===== src/rtl/alu_ctrl_pkg.sv =====
// Shared constants for the ALU control decoder and multiply/divide engine.
// Divider support is compiled in only when ALU_DIV_EN is defined.
package alu_ctrl_pkg;

  localparam logic [1:0] ALUOP_ADD   = 2'b00;
  localparam logic [1:0] ALUOP_SUB   = 2'b01;
  localparam logic [1:0] ALUOP_RTYPE = 2'b10;
  localparam logic [1:0] ALUOP_OR    = 2'b11;

  localparam logic [5:0] F_ADD   = 6'b100000;
  localparam logic [5:0] F_SUB   = 6'b100010;
  localparam logic [5:0] F_AND   = 6'b100100;
  localparam logic [5:0] F_OR    = 6'b100101;
  localparam logic [5:0] F_XOR   = 6'b100110;
  localparam logic [5:0] F_NOR   = 6'b100111;
  localparam logic [5:0] F_SLT   = 6'b101010;
  localparam logic [5:0] F_SLTU  = 6'b101011;
  localparam logic [5:0] F_SLL   = 6'b000000;
  localparam logic [5:0] F_SRL   = 6'b000010;
  localparam logic [5:0] F_SRA   = 6'b000011;
  localparam logic [5:0] F_MFHI  = 6'b010000;
  localparam logic [5:0] F_MFLO  = 6'b010010;
  localparam logic [5:0] F_MULT  = 6'b011000;
  localparam logic [5:0] F_MULTU = 6'b011001;
  localparam logic [5:0] F_DIV   = 6'b011010;
  localparam logic [5:0] F_DIVU  = 6'b011011;

  localparam logic [3:0] C_AND  = 4'b0000;
  localparam logic [3:0] C_OR   = 4'b0001;
  localparam logic [3:0] C_ADD  = 4'b0010;
  localparam logic [3:0] C_XOR  = 4'b0011;
  localparam logic [3:0] C_SUB  = 4'b0110;
  localparam logic [3:0] C_SLT  = 4'b0111;
  localparam logic [3:0] C_SLTU = 4'b1000;
  localparam logic [3:0] C_SLL  = 4'b1001;
  localparam logic [3:0] C_SRL  = 4'b1010;
  localparam logic [3:0] C_SRA  = 4'b1011;
  localparam logic [3:0] C_NOR  = 4'b1100;
  localparam logic [3:0] C_MFHI = 4'b1101;
  localparam logic [3:0] C_MFLO = 4'b1110;
  localparam logic [3:0] C_NOP  = 4'b1111;

  typedef logic [1:0] md_state_t;
  localparam md_state_t ST_IDLE = 2'd0;
  localparam md_state_t ST_RUN  = 2'd1;
  localparam md_state_t ST_FIX  = 2'd2;

  typedef struct packed {
    logic is_div;
    logic is_signed;
  } md_op_t;

  function automatic logic is_muldiv(input logic [5:0] f);
`ifdef ALU_DIV_EN
    return (f == F_MULT) || (f == F_MULTU) || (f == F_DIV) || (f == F_DIVU);
`else
    return (f == F_MULT) || (f == F_MULTU);
`endif
  endfunction

endpackage


===== src/rtl/muldiv_iter.sv =====
// Iterative shift-add multiplier / restoring divider with HI/LO registers.
// Works on operand magnitudes; signs are restored in the FIX state. Divide path needs ALU_DIV_EN.
module muldiv_iter
  import alu_ctrl_pkg::*;
#(
  parameter int DATA_W = 32
) (
  input  logic              clk,
  input  logic              reset,
  input  logic              start,
  input  md_op_t            op_in,
  input  logic [DATA_W-1:0] opa,
  input  logic [DATA_W-1:0] opb,
  output logic              busy,
  output logic              done,
  output logic [DATA_W-1:0] hi,
  output logic [DATA_W-1:0] lo
);

  localparam int CNT_W = $clog2(DATA_W);

  md_state_t           state_q, state_d;
  logic [CNT_W-1:0]    cnt_q, cnt_d;
  logic [2*DATA_W-1:0] prod_q, prod_d;
  logic [DATA_W-1:0]   opnd_q, opnd_d;
  md_op_t              op_q, op_d;
  logic                neg_lo_q, neg_lo_d;
  logic [DATA_W-1:0]   hi_q, hi_d, lo_q, lo_d;
  logic                done_q, done_d;
`ifdef ALU_DIV_EN
  logic                neg_hi_q, neg_hi_d;
  logic                div0_q, div0_d;
`endif

  logic [DATA_W-1:0]   a_mag, b_mag;
  logic [DATA_W:0]     mul_sum;
  logic [2*DATA_W-1:0] step_next;

  assign a_mag = (op_in.is_signed && opa[DATA_W-1]) ? -opa : opa;
  assign b_mag = (op_in.is_signed && opb[DATA_W-1]) ? -opb : opb;

  // prod holds {partial product, remaining multiplier} or {remainder, dividend/quotient}
  assign mul_sum = {1'b0, prod_q[2*DATA_W-1:DATA_W]} + (prod_q[0] ? {1'b0, opnd_q} : '0);

`ifdef ALU_DIV_EN
  logic [DATA_W:0] div_trial;
  assign div_trial = prod_q[2*DATA_W-1:DATA_W-1] - {1'b0, opnd_q};
  always_comb begin
    if (!op_q.is_div)
      step_next = {mul_sum, prod_q[DATA_W-1:1]};
    else if (div_trial[DATA_W])
      step_next = {prod_q[2*DATA_W-2:0], 1'b0};
    else
      step_next = {div_trial[DATA_W-1:0], prod_q[DATA_W-2:0], 1'b1};
  end
`else
  assign step_next = {mul_sum, prod_q[DATA_W-1:1]};
`endif

  always_comb begin
    state_d  = state_q;
    cnt_d    = cnt_q;
    prod_d   = prod_q;
    opnd_d   = opnd_q;
    op_d     = op_q;
    neg_lo_d = neg_lo_q;
    hi_d     = hi_q;
    lo_d     = lo_q;
    done_d   = 1'b0;
`ifdef ALU_DIV_EN
    neg_hi_d = neg_hi_q;
    div0_d   = div0_q;
`endif
    case (state_q)
      ST_IDLE: begin
        if (start) begin
          state_d  = ST_RUN;
          cnt_d    = '0;
          op_d     = op_in;
          prod_d   = {{DATA_W{1'b0}}, (op_in.is_div ? a_mag : b_mag)};
          opnd_d   = op_in.is_div ? b_mag : a_mag;
          neg_lo_d = op_in.is_signed & (opa[DATA_W-1] ^ opb[DATA_W-1]);
`ifdef ALU_DIV_EN
          neg_hi_d = op_in.is_signed & opa[DATA_W-1];
          div0_d   = op_in.is_div & (opb == '0);
`endif
        end
      end
      ST_RUN: begin
        prod_d = step_next;
        cnt_d  = cnt_q + 1'b1;
        if (cnt_q == CNT_W'(DATA_W - 1))
          state_d = ST_FIX;
      end
      ST_FIX: begin
        state_d = ST_IDLE;
        done_d  = 1'b1;
        if (!op_q.is_div)
          {hi_d, lo_d} = neg_lo_q ? -prod_q : prod_q;
`ifdef ALU_DIV_EN
        else begin
          // remainder of |a|/0 is |a|, so the dividend sign restores hi = opa
          hi_d = neg_hi_q ? -prod_q[2*DATA_W-1:DATA_W] : prod_q[2*DATA_W-1:DATA_W];
          lo_d = div0_q ? '1 : (neg_lo_q ? -prod_q[DATA_W-1:0] : prod_q[DATA_W-1:0]);
        end
`endif
      end
      default: state_d = ST_IDLE;
    endcase
  end

  always_ff @(posedge clk or posedge reset) begin
    if (reset) begin
      state_q  <= ST_IDLE;
      cnt_q    <= '0;
      prod_q   <= '0;
      opnd_q   <= '0;
      op_q     <= '0;
      neg_lo_q <= 1'b0;
      hi_q     <= '0;
      lo_q     <= '0;
      done_q   <= 1'b0;
`ifdef ALU_DIV_EN
      neg_hi_q <= 1'b0;
      div0_q   <= 1'b0;
`endif
    end else begin
      state_q  <= state_d;
      cnt_q    <= cnt_d;
      prod_q   <= prod_d;
      opnd_q   <= opnd_d;
      op_q     <= op_d;
      neg_lo_q <= neg_lo_d;
      hi_q     <= hi_d;
      lo_q     <= lo_d;
      done_q   <= done_d;
`ifdef ALU_DIV_EN
      neg_hi_q <= neg_hi_d;
      div0_q   <= div0_d;
`endif
    end
  end

  assign busy = (state_q != ST_IDLE);
  assign done = done_q;
  assign hi   = hi_q;
  assign lo   = lo_q;

endmodule


===== src/rtl/alu_control_md.sv =====
// ALU control decoder with iterative mult/div engine and execute-stage stall.
// Define ALU_DIV_EN to decode and execute div/divu; otherwise they are illegal.
module alu_control_md
  import alu_ctrl_pkg::*;
#(
  parameter int DATA_W = 32
) (
  input  logic              clk,
  input  logic              reset,
  input  logic              valid_in,
  input  logic [1:0]        ALUop,
  input  logic [5:0]        funct,
  input  logic [DATA_W-1:0] opa,
  input  logic [DATA_W-1:0] opb,
  output logic [3:0]        ALUcontrol,
  output logic              illegal,
  output logic              stall,
  output logic              busy,
  output logic              done,
  output logic [DATA_W-1:0] hi,
  output logic [DATA_W-1:0] lo
);

  logic   rtype, md_req, start;
  md_op_t op_in;

  always_comb begin
    ALUcontrol = C_ADD;
    illegal    = 1'b0;
    case (ALUop)
      ALUOP_ADD: ALUcontrol = C_ADD;
      ALUOP_SUB: ALUcontrol = C_SUB;
      ALUOP_OR:  ALUcontrol = C_OR;
      default: begin
        case (funct)
          F_ADD:   ALUcontrol = C_ADD;
          F_SUB:   ALUcontrol = C_SUB;
          F_AND:   ALUcontrol = C_AND;
          F_OR:    ALUcontrol = C_OR;
          F_XOR:   ALUcontrol = C_XOR;
          F_NOR:   ALUcontrol = C_NOR;
          F_SLT:   ALUcontrol = C_SLT;
          F_SLTU:  ALUcontrol = C_SLTU;
          F_SLL:   ALUcontrol = C_SLL;
          F_SRL:   ALUcontrol = C_SRL;
          F_SRA:   ALUcontrol = C_SRA;
          F_MFHI:  ALUcontrol = C_MFHI;
          F_MFLO:  ALUcontrol = C_MFLO;
          F_MULT, F_MULTU: ALUcontrol = C_NOP;
`ifdef ALU_DIV_EN
          F_DIV, F_DIVU:   ALUcontrol = C_NOP;
`endif
          default: begin
            ALUcontrol = C_ADD;
            illegal    = 1'b1;
          end
        endcase
      end
    endcase
  end

  // HI/LO readers wait for the engine too, so they never observe stale results
  assign rtype  = (ALUop == ALUOP_RTYPE);
  assign md_req = rtype & is_muldiv(funct);
  assign start  = valid_in & md_req & ~busy;
  assign stall  = valid_in & busy & (md_req | (rtype & ((funct == F_MFHI) | (funct == F_MFLO))));

  assign op_in.is_div    = funct[1];
  assign op_in.is_signed = ~funct[0];

  muldiv_iter #(.DATA_W(DATA_W)) u_muldiv (
    .clk   (clk),
    .reset (reset),
    .start (start),
    .op_in (op_in),
    .opa   (opa),
    .opb   (opb),
    .busy  (busy),
    .done  (done),
    .hi    (hi),
    .lo    (lo)
  );

endmodule

===== config.mk =====
export PLATFORM = sky130hd
export DESIGN_NAME = alu_control_md
export DESIGN_NICKNAME = d
export VERILOG_FILES = /design/src/rtl/alu_ctrl_pkg.sv /design/src/rtl/muldiv_iter.sv /design/src/rtl/alu_control_md.sv
export SDC_FILE = /design/constraint.sdc
export NUM_CORES = 1
export LEC_CHECK = 0
export ABC_AREA = 1
export CORE_UTILIZATION = 46
export DETAILED_ROUTE_END_ITERATION = 7
export GPL_TIMING_DRIVEN = 0
export PLACE_DENSITY = 0.67
export SLEW_MARGIN = 10
export SYNTH_ARGS = -nofsm -noshare
export SYNTH_HDL_FRONTEND = slang
export SYNTH_SLANG_ARGS = --single-unit

===== constraint.sdc =====
create_clock -name clk -period 8.6 [get_ports clk]
set_input_delay 1.72 -clock clk [delete_from_list [all_inputs] [get_ports clk]]
set_output_delay 1.72 -clock clk [all_outputs]
set_load 0.02 [all_outputs]

* Yosys cells after proc, flatten, opt, wreduce, memory -nomap -nowiden *
Cells that the tools add are included.

storage, ports and cells
  flip-flop bits (word level) = 170
  input bits = 75
  output and inout port bits = 72
  word-level logic and storage cells = 82

cells by class
  add/subtract/negate cells = 5
  equal/unequal tests = 22
  muxes and demuxes = 18
  bitwise logic cells = 13
  reduce and logical (&&, ||, !) cells = 15

operators with widths
  cell                                                  count
  two-way mux 32 bit                                    5
  two-way mux 64 bit                                    2
  one-hot mux 64 bit (2 select lines)                   1
  negator 32 bit                                        2
  negator 64 bit                                        1
  one-hot mux 4 bit (13 select lines)                   1
  equality test 6 bit (second input constant)           8
  adder 32 x 33 -> 33 bit                               1
  equality test 6 x 5 -> 1 bit (second input constant)  4
  OR reduction 15 bit                                   1
  equality test 6 x 2 -> 1 bit (second input constant)  2
  one-hot mux 4 bit (3 select lines)                    1
  one-hot mux 5 bit (2 select lines)                    1
  AND reduction 2 bit                                   4
  bitwise AND 1 bit                                     7
  equality test 2 bit (second input constant)           3
  logical NOT 6 bit                                     1
  adder 5 x 1 -> 5 bit (second input constant)          1
  equality test 5 bit (second input constant)           1
  two-way mux 5 bit                                     1
  equality test 2 x 1 -> 1 bit (second input constant)  2
  logical NOT 2 bit                                     2
  two-way mux 2 bit                                     2
  one-hot mux 2 bit (2 select lines)                    1
  other kinds (11)                                      18

* Depth between registers and ports, before layout *
  depth in word-level cells = 7
  mapped depth = 18
  mapped depth without buffers = 16

* By module *
From an unflattened synthesis, not the netlist that was laid out.

unflattened totals
  cell total of the unflattened synthesis = 2275
  area, all modules = 14031.0 sq um

by module, submodules not included
  module          instances  cells each  area each (sq um)
  muldiv_iter     1          2204        13668.1
  alu_control_md  1          71          362.8

* Least setup slack after synthesis *
No wires, ideal clock.

  path type = input-to-output
  start point = input funct[1]
  end point = output illegal
  arrival time = 2.907 ns
  required time = 6.880 ns
  path slack = 3.973 ns
  stages on the path = 8
  cell sequence = buf_4 > nand2_1 > nor2_1 > nor2_1 > nand2_1 > nor2_1 > nand3b_1 > a211oi_1

on the way
  longest elaborated chain between the ends = 4
  elaborated cells between the ends (all ways) = 18

RTL lines
  element                                                     line                  RTL
  from (decl)                                                 alu_control_md.sv:12  input logic [5:0] funct,
  equality test 6 x 5 -> 1 bit, or another cell as far along  alu_control_md.sv:35  case (funct)
  OR reduction 15 bit (no source line) *                      -
  two-way mux 1 bit *                                         alu_control_md.sv:35
  two-way mux 1 bit *                                         alu_control_md.sv:30  case (ALUop)
  to (decl)                                                   alu_control_md.sv:16  output logic illegal,

Mark *: on every way between the ends. The rest lies on a longest branch, timed or not.

* Worst setup path in the final report *
  start point = input funct[0]
  end point = output ALUcontrol[0]

on the way
  longest elaborated chain between the ends = 4
  elaborated cells between the ends (all ways) = 17

RTL lines
  element                                line                  RTL
  equality test 6 x 5 -> 1 bit           alu_control_md.sv:35
  OR reduction 2 bit                     -
  one-hot mux 4 bit (13 select lines) *  alu_control_md.sv:35
  one-hot mux 4 bit (3 select lines) *   alu_control_md.sv:30
  to (decl)                              alu_control_md.sv:15  output logic [3:0] ALUcontrol,

Marked as above.

==> summary by stage <==
Yosys
The most common cell in the synthesized netlist is nand2_1. Yosys printed 0 warnings. Of all cell types, the one taking the most synthesized area is dfrtp_1.

The cell area that synthesis handed to floorplanning was between 10000 and 15000 µm². Yosys mapped the design onto 45 distinct sky130hd cell types. Synthesis inferred 170 register bits. The share of Yosys cell area claimed by the top area cell type is between 30% and 40%. A synthesized cell averages roughly 6.1 µm². The most instantiated flip-flop cell in the synthesis netlist is dfrtp_1. For this run, the register share of the synthesized area comes to 31.32%.

By area the synthesized netlist is led by dfrtp_1 (31%), nand2_1 (23%), inv_1 (7.7%). The number of enable flip-flop cells after synthesis is 0. The fraction of registers with async set or reset after synthesis is 100.0%. The number of standard cells after synthesis is between 2000 and 2500. By count the netlist is led by nand2_1 (844), inv_1 (279), nor2_1 (272). The net count after synthesis is around 2300.

Timing
Static timing analysis puts the maximum clock frequency at about 170 MHz. The transition time of the tightest slew-check pin is around 670 ps. On the final layout, the worst hold slack is between 400 and 500 ps.

The count of final max-slew check failures was 0. The number of endpoints with negative hold slack in the final report is 0. The share of the clock period used by the worst path is between 60 and 70%.

Clock skew on the completed layout was measured at between 10 and 15 ps. The relative slew slack is 55.52%. The final setup slack of the worst path is ~2900 ps. The count of final setup violators is 0. In the final timing run, aggregate negative setup slack is 0 ps. Setup repair after global routing left no endpoint under its margin. The time the worst path needs with I/O delays and setup is approximately 5700 ps.

Clock tree
The number of hold buffers added after CTS is 0. The clock root buffer is clkbuf_16. The number of buffers added for setup after CTS is 0. The clock tree from TritonCTS is built. The later pin in the worst-skew pair is clocked with a latency of approximately 450 ps. The clock sink count is 170.

In this run, CTS created clock tree buffers numbering 17. The clock-pin slew reported for the worst setup and hold paths after clock tree synthesis is 70 ps. The number of H-tree levels is 4. The count of instances resized after the clock tree is built is 0.

The number of buffers on the longest clock path is 2.

Drt
For this block, the initial DRC count from the detailed router was approximately 1300. The number of detailed-routing iterations run before antenna repair is 6. In the routed design, unresolved DRC markers number 0. The detailed-route vias per instance is 5.196. The total via count after detailed routing is 14520.

The wire length per cell after detailed routing is ~16 µm. For this block, the routed nets add up to 45.98 mm of wire. The post-detailed-route count of antenna-violating nets is 0.

Min path
The worst hold endpoint is u_muldiv.hi[21]. The path class of the tightest hold or removal check is register to register. The number of stages on the worst hold path is 2. The startpoint identified for the worst hold timing path is u_muldiv.hi[21].

Setup path
The worst register-to-register path has a setup slack of between 5000 and 6000 ps. The end of the worst register-to-register path is u_muldiv.prod_q[63]. The most critical setup path has its startpoint at funct[0].

For the worst setup path, the data required time is between 6000 and 7000 ps. The critical path endpoint category is a primary output. The number of cells on the worst reg-to-reg path is 18. STA puts the critical path data arrival time at approximately 4000 ps. The worst register-to-register path begins at u_muldiv.prod_q[0]. STA classifies the critical path startpoint as a primary input.

Of all nets on the critical path, the largest fanout is 5. The type of the worst setup path is primary input to primary output.

Floorplanning
The initial cell density of the core is a little under half. The floorplan core area is between 20000 and 30000 µm². The count of boundary I/O pins is about 150.

In this run the horizontal extent of the chip is about 170 µm. From bottom edge to top edge, the die measures 173.8 µm. In this run the core area contains between 60 and 70 standard-cell rows. The die covers between 30000 and 40000 µm².

Global routing
Global routing consumed, over all layers together, 31.30% of the routing resources. The number of antenna violations at the first check in global routing is 0. The number of global-route vias before repair is 13750. The first-pass GRT wire length is 73.99 mm. The pin count of the biggest net entering global routing is 114. The total overflow left after global routing is 0.

Cells and area
Once layout is complete, the utilization of the core stands at 55.93%. For this run, the number of standard cells in the final layout without fillers is roughly 2800. In the final layout, the share of cells above drive strength 1 is approximately 5.0%. The diode insertion count for antenna repair is 0.

The finished cells cover around 16000 µm². Relative to the synthesized area, the layout overhead comes to 18.83%. After the last flow step, the layout net total stands at 2511.

Place
The final weighted congestion in routability-driven placement is about 1.0. After legalization and detailed placement, the total HPWL measured between 30 and 40 mm. Port buffering added about 150 buffers. OpenSTA, run right after detailed placement, puts the worst setup slack at approximately 3000 ps. The cell area after placement is ~16000 µm². Once placement completed, the tool counted placed cells totaling 2763.

Outcome
The run finished with clean final reports.

Power and ir drop
Dividing total power by cell area gives a power density of between 200 and 250 nW/µm². The cell leakage power is 8.585 nW. The worst voltage drop across the vdd grid is around 0.16 mV.

Overall power consumption after layout is estimated at 3.730 mW.

Run
Max-cap violations in this run came to 0.
area by class of cell:
type / count / area (µm²)
Buffer: 61 / 311.5
Clock buffer: 17 / 425.4
Clock inverter: 15 / 155.1
Fill cell: 3001 / 12720
Inverter: 291 / 1101
Multi-Input combinational cell: 1710 / 7923
Sequential cell: 170 / 4254
Tap cell: 384 / 480.5
Timing Repair Buffer: 147 / 1489
metal layers:
metal	vias up	global-route usage [%]	routed length [µm]
met5	-	0	0
met4	0	11.88	1515
met3	84	3.750	2914
met2	554	49.27	20110
met1	6522	43.91	21440
li1	7363	-	-
sequential cells by signal (all words and copies together), names as in the netlist:
signal	flops
u_muldiv.hi	32
u_muldiv.cnt_q	5
u_muldiv.lo	32
u_muldiv.prod_q	64
u_muldiv.op_q	1
u_muldiv.state_q	2
u_muldiv.opnd_q	32
u_muldiv.done	1
u_muldiv.neg_lo_q	1
layout by cell type (no fill, tap or decap), drive strengths merged, types with 2 or more instances in the layout:
cell type        n
o21bai          10
clkdlybuf4s50  146
nand3          175
a21oi           58
a211oi           2
o21ai          129
a31oi            5
nand3b          10
nor4             3
o211ai           5
a21o             3
ha              37
nor3            21
clkbuf          46
nor2           301
nand4           18
dfrtp          170
xor2            32
xnor2            5
nand2          853
buf             33
clkinvlp         3
inv            299
o221ai           7
o31ai            3
o21a             4
clkinv           3
and2             7
o22ai           15
cell families after synthesis:
group                      Yosys count  synth area share (%)
AOI/OAI and AO/OA                  244                 10.03
buffers and inverters              352                 10.35
and+or+nand+nor                   1391                 42.36
DFF                                170                 31.32
xor gates and xnor gates            37                 2.386
adders and majority gates           38                 3.556
power by group:
group | leakage, nW | total, mW | switching, mW | internal, mW
Combinational | 5.98 | 1.82 | 1.24 | 0.580
Sequential | 2.33 | 1.14 | 0.215 | 0.924
Clock | 0.277 | 0.773 | 0.363 | 0.410
Total | 8.59 | 3.73 | 1.82 | 1.91
how the worst max path moves through the flow:
stage | to | slack, ps | cells after the start
finish | ALUcontrol[0] | 2860 | 9
global route | illegal | 2710 | 10
CTS | ALUcontrol[0] | 2930 | 9
detailed placement | ALUcontrol[0] | 2960 | 9
global placement | u_muldiv.prod_q[53] | 190 | 2
floorplan | u_muldiv.cnt_q[0] | 2280 | 1
critical path, cell delays in order:
cell	delay [ps]
clkdlybuf4s50_1	510
inv_1	210
nand2_1	100
nor3_1	370
nand2_1	110
o21ai_0	130
nor4_1	80
o21ai_0	160
clkdlybuf4s50_1	630
No activity file was read; power rests on OpenSTA's default activity.
